`config.mk`:
```
export PLATFORM = sky130hd
export DESIGN_NAME = pc_unit_flat
export DESIGN_NICKNAME = d
export VERILOG_FILES = /design/src/rtl/pc_pkg.sv /design/src/rtl/pc_unit_if.sv /design/src/rtl/pc_ras.sv /design/src/rtl/pc_unit.sv /design/src/flat_wrapper.sv
export SDC_FILE = /design/constraint.sdc
export NUM_CORES = 1
export LEC_CHECK = 0
export CORE_UTILIZATION = 30
export CTS_CLUSTER_SIZE = 30
export DETAILED_ROUTE_END_ITERATION = 10
export DONT_BUFFER_PORTS = 1
export GPL_ROUTABILITY_DRIVEN = 0
export PLACE_DENSITY = 0.49
export SLEW_MARGIN = 10
export SYNTH_ARGS = -nofsm -noshare
export SYNTH_HDL_FRONTEND = slang
export SYNTH_SLANG_ARGS = --single-unit
```
`constraint.sdc`:
```
create_clock -name clk -period 5.55 [get_ports clk]
set_clock_uncertainty 0.2 [all_clocks]
set_input_delay 1.11 -clock clk [delete_from_list [all_inputs] [get_ports clk]]
set_output_delay 1.11 -clock clk [all_outputs]
set_load 0.005 [all_outputs]
```
`src/rtl/pc_pkg.sv`:
```
// rtl/pc_pkg.sv - shared defaults and address alignment helper for the fetch PC
package pc_pkg;

  localparam int PC_ADDR_W      = 32;
  localparam int PC_INSTR_BYTES = 4;
  localparam int ALIGN_BITS     = $clog2(PC_INSTR_BYTES);

  // Clears the low_bits least-significant bits; callers truncate to their own width.
  function automatic logic [63:0] align(input logic [63:0] addr, input int low_bits);
    return addr & ~((64'd1 << low_bits) - 64'd1);
  endfunction

endpackage

```
`src/rtl/pc_unit_if.sv`:
```
// rtl/pc_unit_if.sv - request/status bundle between the fetch PC and its controller
interface pc_unit_if #(
  parameter int ADDR_W = pc_pkg::PC_ADDR_W
);

  logic              enable;
  logic              redirect_valid;
  logic [ADDR_W-1:0] redirect_target;
  logic              link;
  logic              ret;
  logic [ADDR_W-1:0] pc_current;
  logic [ADDR_W-1:0] pc_plus_inst;
  logic [ADDR_W-1:0] pc_read;
  logic              misalign;
  logic              ret_miss;
  logic              ras_empty;
  logic              ras_full;

  modport master (
    output enable, redirect_valid, redirect_target, link, ret,
    input  pc_current, pc_plus_inst, pc_read, misalign, ret_miss, ras_empty, ras_full
  );

  modport slave (
    input  enable, redirect_valid, redirect_target, link, ret,
    output pc_current, pc_plus_inst, pc_read, misalign, ret_miss, ras_empty, ras_full
  );

endinterface

```
`src/rtl/pc_ras.sv`:
```
// rtl/pc_ras.sv - circular return-address stack; a push when full overwrites the oldest entry
module pc_ras #(
  parameter int ADDR_W = 32,
  parameter int DEPTH  = 4
) (
  input  logic              clk,
  input  logic              reset,
  input  logic              push,
  input  logic [ADDR_W-1:0] push_data,
  input  logic              pop,
  output logic [ADDR_W-1:0] top_data,
  output logic              empty,
  output logic              full
);

  localparam int PTR_W = $clog2(DEPTH);
  localparam int CNT_W = PTR_W + 1;
  localparam logic [CNT_W-1:0] DEPTH_C = CNT_W'(DEPTH);

  logic [ADDR_W-1:0] mem_q [DEPTH];
  logic [ADDR_W-1:0] mem_d [DEPTH];
  logic [PTR_W-1:0]  top_q, top_d;
  logic [CNT_W-1:0]  cnt_q, cnt_d;

  // The pointer wraps naturally, so the slot after top is the oldest entry once full.
  always_comb begin
    mem_d = mem_q;
    top_d = top_q;
    cnt_d = cnt_q;
    if (push) begin
      top_d        = top_q + 1'b1;
      mem_d[top_d] = push_data;
      if (cnt_q != DEPTH_C) begin
        cnt_d = cnt_q + 1'b1;
      end
    end else if (pop && (cnt_q != '0)) begin
      top_d = top_q - 1'b1;
      cnt_d = cnt_q - 1'b1;
    end
  end

  always_ff @(posedge clk or negedge reset) begin
    if (!reset) begin
      for (int i = 0; i < DEPTH; i++) begin
        mem_q[i] <= '0;
      end
      top_q <= '0;
      cnt_q <= '0;
    end else begin
      mem_q <= mem_d;
      top_q <= top_d;
      cnt_q <= cnt_d;
    end
  end

  assign top_data = mem_q[top_q];
  assign empty    = (cnt_q == '0);
  assign full     = (cnt_q == DEPTH_C);

endmodule

```
`src/rtl/pc_unit.sv`:
```
// rtl/pc_unit.sv - fetch-stage PC with redirect, stall, alignment check and ARM PC read
// Optional return-address stack enabled by defining PC_RAS_EN.
module pc_unit
  import pc_pkg::*;
#(
  parameter int                ADDR_W      = PC_ADDR_W,
  parameter logic [ADDR_W-1:0] RESET_VEC   = '0,
  parameter int                INSTR_BYTES = PC_INSTR_BYTES,
  parameter int                RAS_DEPTH   = 4
) (
  input  logic       clk,
  input  logic       reset,
  pc_unit_if.slave   bus
);

  localparam int LOW_BITS = $clog2(INSTR_BYTES);
  localparam logic [ADDR_W-1:0] STEP  = ADDR_W'(INSTR_BYTES);
  localparam logic [ADDR_W-1:0] STEP2 = ADDR_W'(2 * INSTR_BYTES);
`ifdef PC_RAS_EN
  localparam bit RAS_ON = 1'b1;
`else
  localparam bit RAS_ON = 1'b0;
`endif

  logic [ADDR_W-1:0] pc_q, pc_d;
  logic              misalign_q, misalign_d;
  logic              ret_miss_q, ret_miss_d;
  logic [ADDR_W-1:0] pc_seq;
  logic [ADDR_W-1:0] tgt_aligned;
  logic              ras_push, ras_pop;
  logic              ras_empty, ras_full;
  logic [ADDR_W-1:0] ras_top;

  assign pc_seq      = pc_q + STEP;
  assign tgt_aligned = ADDR_W'(align(64'(bus.redirect_target), LOW_BITS));

`ifdef PC_RAS_EN
  pc_ras #(
    .ADDR_W (ADDR_W),
    .DEPTH  (RAS_DEPTH)
  ) u_ras (
    .clk       (clk),
    .reset     (reset),
    .push      (ras_push),
    .push_data (pc_seq),
    .pop       (ras_pop),
    .top_data  (ras_top),
    .empty     (ras_empty),
    .full      (ras_full)
  );
`else
  logic unused_ras;
  assign ras_top    = '0;
  assign ras_empty  = 1'b1;
  assign ras_full   = 1'b0;
  assign unused_ras = ras_push ^ ras_pop ^ (RAS_DEPTH > 1);
`endif

  // Redirect (flush) wins even over a stall; ret only acts on an advancing cycle.
  always_comb begin
    pc_d       = pc_q;
    misalign_d = misalign_q;
    ret_miss_d = 1'b0;
    ras_push   = 1'b0;
    ras_pop    = 1'b0;
    if (bus.redirect_valid) begin
      pc_d     = tgt_aligned;
      ras_push = RAS_ON && bus.link;
      if (tgt_aligned != bus.redirect_target) begin
        misalign_d = 1'b1;
      end
    end else if (bus.enable) begin
      if (RAS_ON && bus.ret && !ras_empty) begin
        ras_pop = 1'b1;
        pc_d    = ras_top;
      end else begin
        pc_d       = pc_seq;
        ret_miss_d = RAS_ON && bus.ret && ras_empty;
      end
    end
  end

  always_ff @(posedge clk or negedge reset) begin
    if (!reset) begin
      pc_q       <= RESET_VEC;
      misalign_q <= 1'b0;
      ret_miss_q <= 1'b0;
    end else begin
      pc_q       <= pc_d;
      misalign_q <= misalign_d;
      ret_miss_q <= ret_miss_d;
    end
  end

  assign bus.pc_current   = pc_q;
  assign bus.pc_plus_inst = pc_seq;
  assign bus.pc_read      = pc_q + STEP2;
  assign bus.misalign     = misalign_q;
  assign bus.ret_miss     = ret_miss_q;
  assign bus.ras_empty    = ras_empty;
  assign bus.ras_full     = ras_full;

endmodule

```
`src/flat_wrapper.sv`:
```
// flat-port wrapper written by rule: the top's interface ports become plain ports
module pc_unit_flat import pc_pkg::*;
#(
  parameter int                ADDR_W      = PC_ADDR_W,
  parameter logic [ADDR_W-1:0] RESET_VEC   = '0,
  parameter int                INSTR_BYTES = PC_INSTR_BYTES,
  parameter int                RAS_DEPTH   = 4
)
  (clk, reset, bus_enable, bus_redirect_valid, bus_redirect_target, bus_link, bus_ret, bus_pc_current, bus_pc_plus_inst, bus_pc_read, bus_misalign, bus_ret_miss, bus_ras_empty, bus_ras_full);
  pc_unit_if #(.ADDR_W(ADDR_W)) bus_i ();
  input  logic clk;
  input  logic reset;
  input wire logic [$bits(bus_i.enable)-1:0] bus_enable;
  input wire logic [$bits(bus_i.redirect_valid)-1:0] bus_redirect_valid;
  input wire logic [$bits(bus_i.redirect_target)-1:0] bus_redirect_target;
  input wire logic [$bits(bus_i.link)-1:0] bus_link;
  input wire logic [$bits(bus_i.ret)-1:0] bus_ret;
  output wire logic [$bits(bus_i.pc_current)-1:0] bus_pc_current;
  output wire logic [$bits(bus_i.pc_plus_inst)-1:0] bus_pc_plus_inst;
  output wire logic [$bits(bus_i.pc_read)-1:0] bus_pc_read;
  output wire logic [$bits(bus_i.misalign)-1:0] bus_misalign;
  output wire logic [$bits(bus_i.ret_miss)-1:0] bus_ret_miss;
  output wire logic [$bits(bus_i.ras_empty)-1:0] bus_ras_empty;
  output wire logic [$bits(bus_i.ras_full)-1:0] bus_ras_full;
  assign bus_i.enable = bus_enable;
  assign bus_i.redirect_valid = bus_redirect_valid;
  assign bus_i.redirect_target = bus_redirect_target;
  assign bus_i.link = bus_link;
  assign bus_i.ret = bus_ret;
  assign bus_pc_current = bus_i.pc_current;
  assign bus_pc_plus_inst = bus_i.pc_plus_inst;
  assign bus_pc_read = bus_i.pc_read;
  assign bus_misalign = bus_i.misalign;
  assign bus_ret_miss = bus_i.ret_miss;
  assign bus_ras_empty = bus_i.ras_empty;
  assign bus_ras_full = bus_i.ras_full;
  pc_unit #(.ADDR_W(ADDR_W), .RESET_VEC(RESET_VEC), .INSTR_BYTES(INSTR_BYTES), .RAS_DEPTH(RAS_DEPTH)) u_core (.clk(clk), .reset(reset), .bus(bus_i));
endmodule
```
Word-level counts from Yosys, hierarchy flattened
Index checks and enable logic that the tools add are counted.
{"block": "totals", "ff_bits": 33, "input_bits": 38, "output_inout_bits": 100, "word_cells": 9}
{"block": "classes", "addsub": 2, "n_mux": 2, "reduce_logical": 3}
{"cell": "32-bit 2-to-1 mux", "count": 2}
{"cell": "32-bit by 3-bit adder with 32-bit output, second input constant", "count": 1}
{"cell": "32-bit by 4-bit adder with 32-bit output, second input constant", "count": 1}
{"cell": "2-bit nonzero test", "count": 2}
{"cell": "2-bit AND reduction", "count": 1}

Depth between registers and ports, before layout
{"block": "depth", "depth_word": 3, "mapped_depth": 6, "mapped_depth_nobuf": 5}

Least setup slack after synthesis
Ideal clock, no wire load.
{"block": "synth_path", "path_kind": "reg2out", "from": "reg u_core.pc_q[3] (netlist: u_core.bus.pc_current[3])", "to": "out bus_pc_plus_inst[26]", "arrival_ps": 1760, "t_required_ps": 4240, "slack_ps": 2480, "stages_incl_launch_ff": 7, "path_buffers": 1, "path_cell_list": "dfrtp_1 ha_1 nand3_2 or3_1 clkbuf_1 nor3_1 xor2_1"}
{"block": "synth_between", "elab_chain_cells": 1}
{"item": "start: declaration", "line": "pc_unit.sv:25", "rtl": "logic [ADDR_W-1:0] pc_q, pc_d;"}
{"item": "start signal: assignment", "line": "pc_unit.sv:89", "rtl": "pc_q <= pc_d;"}
{"item": "32-bit by 3-bit adder with 32-bit output", "line": "pc_unit.sv:34", "rtl": "assign pc_seq = pc_q + STEP;"}
{"item": "end: declaration", "line": "flat_wrapper.sv:19", "rtl": "output wire logic [$bits(bus_i.pc_plus_inst)-1:0] bus_pc_plus_inst;"}
No other way between the ends.

Worst setup path after layout
{"block": "layout_path", "from": "reg u_core.pc_q[4] (netlist: u_core.bus.pc_current[4])", "to": "out bus_pc_plus_inst[23]"}
Same word-level chain as after synthesis.

==> load_flow_metrics.sql <==
INSERT INTO impl_metrics (metric_group, metric, value, unit) VALUES
('synth', 'synth_cell_types', '46', ''),
('synth', 'ys_seq_elements', '31', ''),
('worst_setup_path', 'slowest_delay', '0.87', 'ns'),
('cells_and_area', 'antenna-diode-count', '0', ''),
('drt', 'detailedRoute.firstIterationViolations', '132', ''),
('place', 'detailed_placement_hpwl', '6970', 'um'),
('worst_setup_path', 'critical_path_arrival', '2.74', 'ns'),
('synth', 'syn-cell-area', '3040', 'sq um'),
('cts', 'cts_hold_buf', '0', ''),
('drt', 'via_to_cell_ratio', '5.44', ''),
('global_route', 'wire_length_of_the_first_global_routing_pass', '14400', 'um'),
('die', 'std_cell_rows', '36', ''),
('pwr', 'leakagePower', '1.07', 'nW'),
('pwr', 'design_power_total', '0.613', 'mW'),
('die', 'placeableCoreArea', '9770', 'sq um'),
('cts', 'cts_resized', '0', ''),
('timing', 'period_share', '0.730', ''),
('pwr', 'vdd_drop_max', '0.0958', 'mV'),
('timing', 'drv_slew', '0', ''),
('global_route', 'antenna_violations_before_repair', '0', ''),
('timing', 'layout_setup_ws', '1.50', 'ns'),
('die', 'die_w', '103', 'um'),
('global_route', 'globalRouteTotalUtil', '0.184', ''),
('global_route', 'grt.overflow.total', '0', ''),
('die', 'floorplan.die.height', '103', 'um'),
('cts', 'cts_inserted_buffers', '5', ''),
('drt', 'number_of_iterations_in_the_first_detailed_routing_pass', '4', ''),
('cells_and_area', 'design.final.nets', '387', ''),
('cts', 'clkSinkCount', '31', ''),
('global_route', 'number_of_global_route_vias_before_repair', '2542', ''),
('synth', 'synth_seq_area_share', '0.255', ''),
('drt', 'vias', '2600', ''),
('worst_setup_path', 'critical-path-top-cell-by-count', 'sky130_fd_sc_hd__nand3_1', ''),
('timing', 'slew-limit-headroom', '0.431', ''),
('drt', 'drc_errors', '0', ''),
('flow_run', 'drv.max_cap_violation_count', '0', ''),
('timing', 'fmax', '247', 'MHz'),
('timing', 'report.final.hold_viol_count', '0', ''),
('cts', 'worstSkewPairLatency', '0.28', 'ns'),
('timing', 'final-setup-viol-count', '0', ''),
('cts', 'clock_transition_at_the_registers_of_the_reported_paths', '0.06', 'ns'),
('cts', 'clock_tree.root_cell', 'sky130_fd_sc_hd__clkbuf_8', ''),
('timing', 'layout_min_cycle_time', '4.05', 'ns'),
('worst_setup_path', 'worst-path-max-fanout', '12', ''),
('synth', 'postSynthCellCount', '379', ''),
('outcome', 'status', 'completed', ''),
('worst_setup_path', 'timing.critical_path.required', '4.24', 'ns'),
('cells_and_area', 'fill_cells', '1094', ''),
('cts', 'clockBufferDepth', '2', ''),
('place', 'count_of_input_and_output_buffers', '0', ''),
('cts', 'tritoncts', 'built', ''),
('timing', 'rsz0062_at_grt', 'false', ''),
('worst_setup_path', 'worst-setup-path-type', 'flip-flop to output port', ''),
('place', 'worst_case_setup_slack_after_placement', '1.74', 'ns'),
('die', 'die-area', '10500', 'sq um'),
('timing', 'worst_slew_pin_slew', '0.846', 'ns'),
('drt', 'detail_route.wl_per_cell', '20.0', 'um'),
('cts', 'setup_bufs_post_cts', '0', ''),
('synth', 'yosysWarningCount', '0', ''),
('drt', 'totalWireLength', '9550', 'um'),
('worst_setup_path', 'critPathCaptureType', 'output port', ''),
('drt', 'postRouteAntennaNets', '0', ''),
('worst_setup_path', 'worst_setup_path_start_kind', 'flip-flop', ''),
('synth', 'avgSynthCellArea', '8.02', 'sq um'),
('global_route', 'grt_start_max_net_pins', '52', ''),
('cells_and_area', 'areaGrowthSynthToFinish', '-1.11', '%'),
('timing', 'setup_total_negative_slack', '0', 'ns'),
('worst_setup_path', 'cpMaxStageDelayCell', 'sky130_fd_sc_hd__nor4_2', ''),
('worst_hold_path', 'hold_path.class', 'flip-flop to flip-flop', ''),
('worst_setup_path', 'r2r_setup_slack', '2.83', 'ns'),
('die', 'top_level_ports', '138', ''),
('cells_and_area', 'final_layout_size_suffix_gt1_frac', '0.0551', ''),
('worst_setup_path', 'cp_cell_sequence', 'ha_1 -> nand3_1 -> nor4_2 -> nand3_1 -> xnor2_1', ''),
('timing', 'timing.hold.ws', '0.302', 'ns'),
('pwr', 'power_density_relative_to_cell_area', '204', 'nW/um^2'),
('die', 'starting_utilization_of_the_core_area', '0.311', ''),
('cts', 'cts_htree_levels', '2', '');
## layer usage
metal  track usage  vias to the layer above  share of wire
met5             0                        -              0
met4        0.0440                        0          0.012
met3        0.0597                        9          0.089
met2         0.305                      109           0.47
met1         0.233                     1253           0.43
li1              -                     1229              -
## critical path: cells and delay by family (launching register included)
kind                     cells  cell delay [ns]
XOR/XNOR                     1             0.23
AND/OR/NAND/NOR              3             1.45
adder cells (fa/ha/maj)      1             0.24
flip-flops                   1             0.53
## area by class of cell
cell class | instances | area, sq um | area share
timing repair buffer | 1 | 7.51 | 0.00250
sequential | 31 | 776 | 0.258
clock buffer | 6 | 72.6 | 0.0241
inverter | 7 | 26.3 | 0.00874
tap | 133 | 166 | 0.0554
multi-input combinational | 300 | 1960 | 0.651
## metrics by stage
step                 util  area [sq um]  instances
CTS                 0.307          3010        478
finish              0.307          3010        478
detailed placement  0.300          2930        472
floorplan               -          3070        386
global route        0.307          3010        478
global placement    0.300          2930        472
## where the power goes
part / total (mW) / leakage [nW] / switching, mW / internal [mW]
sequential: 0.315 / 0.359 / 0.0685 / 0.246
combinational: 0.130 / 0.671 / 0.0749 / 0.0548
clock: 0.169 / 0.0371 / 0.0853 / 0.0836
## path summary, 6_finish.rpt
path,endpoint,cells past startpoint,startpoint
setup / recovery,bus_pc_plus_inst[23],5,u_core.bus.pc_current[4]
hold / removal,u_core.bus.misalign,1,u_core.bus.misalign
setup reg to reg,u_core.bus.pc_current[24],4,u_core.bus.pc_current[9]
hold reg to reg,u_core.bus.misalign,1,u_core.bus.misalign
max in group asynchronous,u_core.bus.pc_current[21],0,reset
min in group asynchronous,u_core.bus.pc_current[6],0,reset
## logic make-up after synthesis
group           count (synthesis)  synth area share
buf+inv                        55             0.110
other cells                     2           0.00247
xor+xnor                       69             0.199
flops                          31             0.255
fa+ha+maj                       3            0.0124
compound gates                 44            0.0910
mux                             3           0.00988
simple gates                  172             0.321
## cells in the final DEF (no fill, tap or decap), types with 4 or more instances in the layout
| cell type | synthesis | layout |
|---|---|---|
| sky130_fd_sc_hd__conb_1 | 2 | 9 |
| sky130_fd_sc_hd__clkbuf_8 | 0 | 5 |
| sky130_fd_sc_hd__nor3_1 | 13 | 13 |
| sky130_fd_sc_hd__nand4_1 | 17 | 17 |
| sky130_fd_sc_hd__dfrtp_1 | 31 | 31 |
| sky130_fd_sc_hd__and4_1 | 7 | 7 |
| sky130_fd_sc_hd__nand2_1 | 47 | 47 |
| sky130_fd_sc_hd__o31ai_1 | 5 | 5 |
| sky130_fd_sc_hd__inv_1 | 6 | 6 |
| sky130_fd_sc_hd__xor2_1 | 33 | 33 |
| sky130_fd_sc_hd__nand3_1 | 16 | 16 |
| sky130_fd_sc_hd__nor2_1 | 32 | 32 |
| sky130_fd_sc_hd__or4_1 | 4 | 4 |
| sky130_fd_sc_hd__or3_1 | 5 | 5 |
| sky130_fd_sc_hd__xnor2_1 | 36 | 36 |
| sky130_fd_sc_hd__nor4_1 | 8 | 8 |
| sky130_fd_sc_hd__o21ai_0 | 20 | 20 |
| sky130_fd_sc_hd__a31oi_1 | 8 | 8 |
## cell usage after synthesis, drive strengths merged
| library cell | n | area (sq um) |
|---|---|---|
| nand2 | 47 | 176 |
| xnor2 | 36 | 315 |
| buf | 33 | 249 |
| xor2 | 33 | 289 |
| nor2 | 32 | 120 |
| dfrtp | 31 | 776 |
| nand4 | 21 | 174 |
| o21ai | 20 | 100 |
| nand3 | 17 | 90.1 |
| clkbuf | 15 | 57.6 |
| nor3 | 13 | 65.1 |
| nor4 | 12 | 118 |
| a31oi | 8 | 50.1 |
| and4 | 7 | 61.3 |
| inv | 6 | 22.5 |
| o31ai | 5 | 37.5 |
| or3 | 5 | 31.3 |
| or4 | 5 | 41.3 |
| a211o | 3 | 26.3 |
| a21oi | 3 | 15.0 |
| and3 | 3 | 18.8 |
| ha | 3 | 37.5 |
| mux2i | 3 | 30.0 |
| nor2b | 3 | 18.8 |
| a22o | 2 | 17.5 |
| conb | 2 | 7.51 |
| nand4b | 2 | 17.5 |
| nor4b | 2 | 23.8 |
| or2 | 2 | 12.5 |
| a221o | 1 | 10.0 |
| a31o | 1 | 8.76 |
| clkinv | 1 | 3.75 |
| nand2b | 1 | 6.26 |
| o41a | 1 | 11.3 |
## state kept, by name (all words and copies together), names as in the netlist
signal and count:
u_core.bus.pc_current 30, u_core.bus.misalign 1
(Power assumes the default switching activity.)
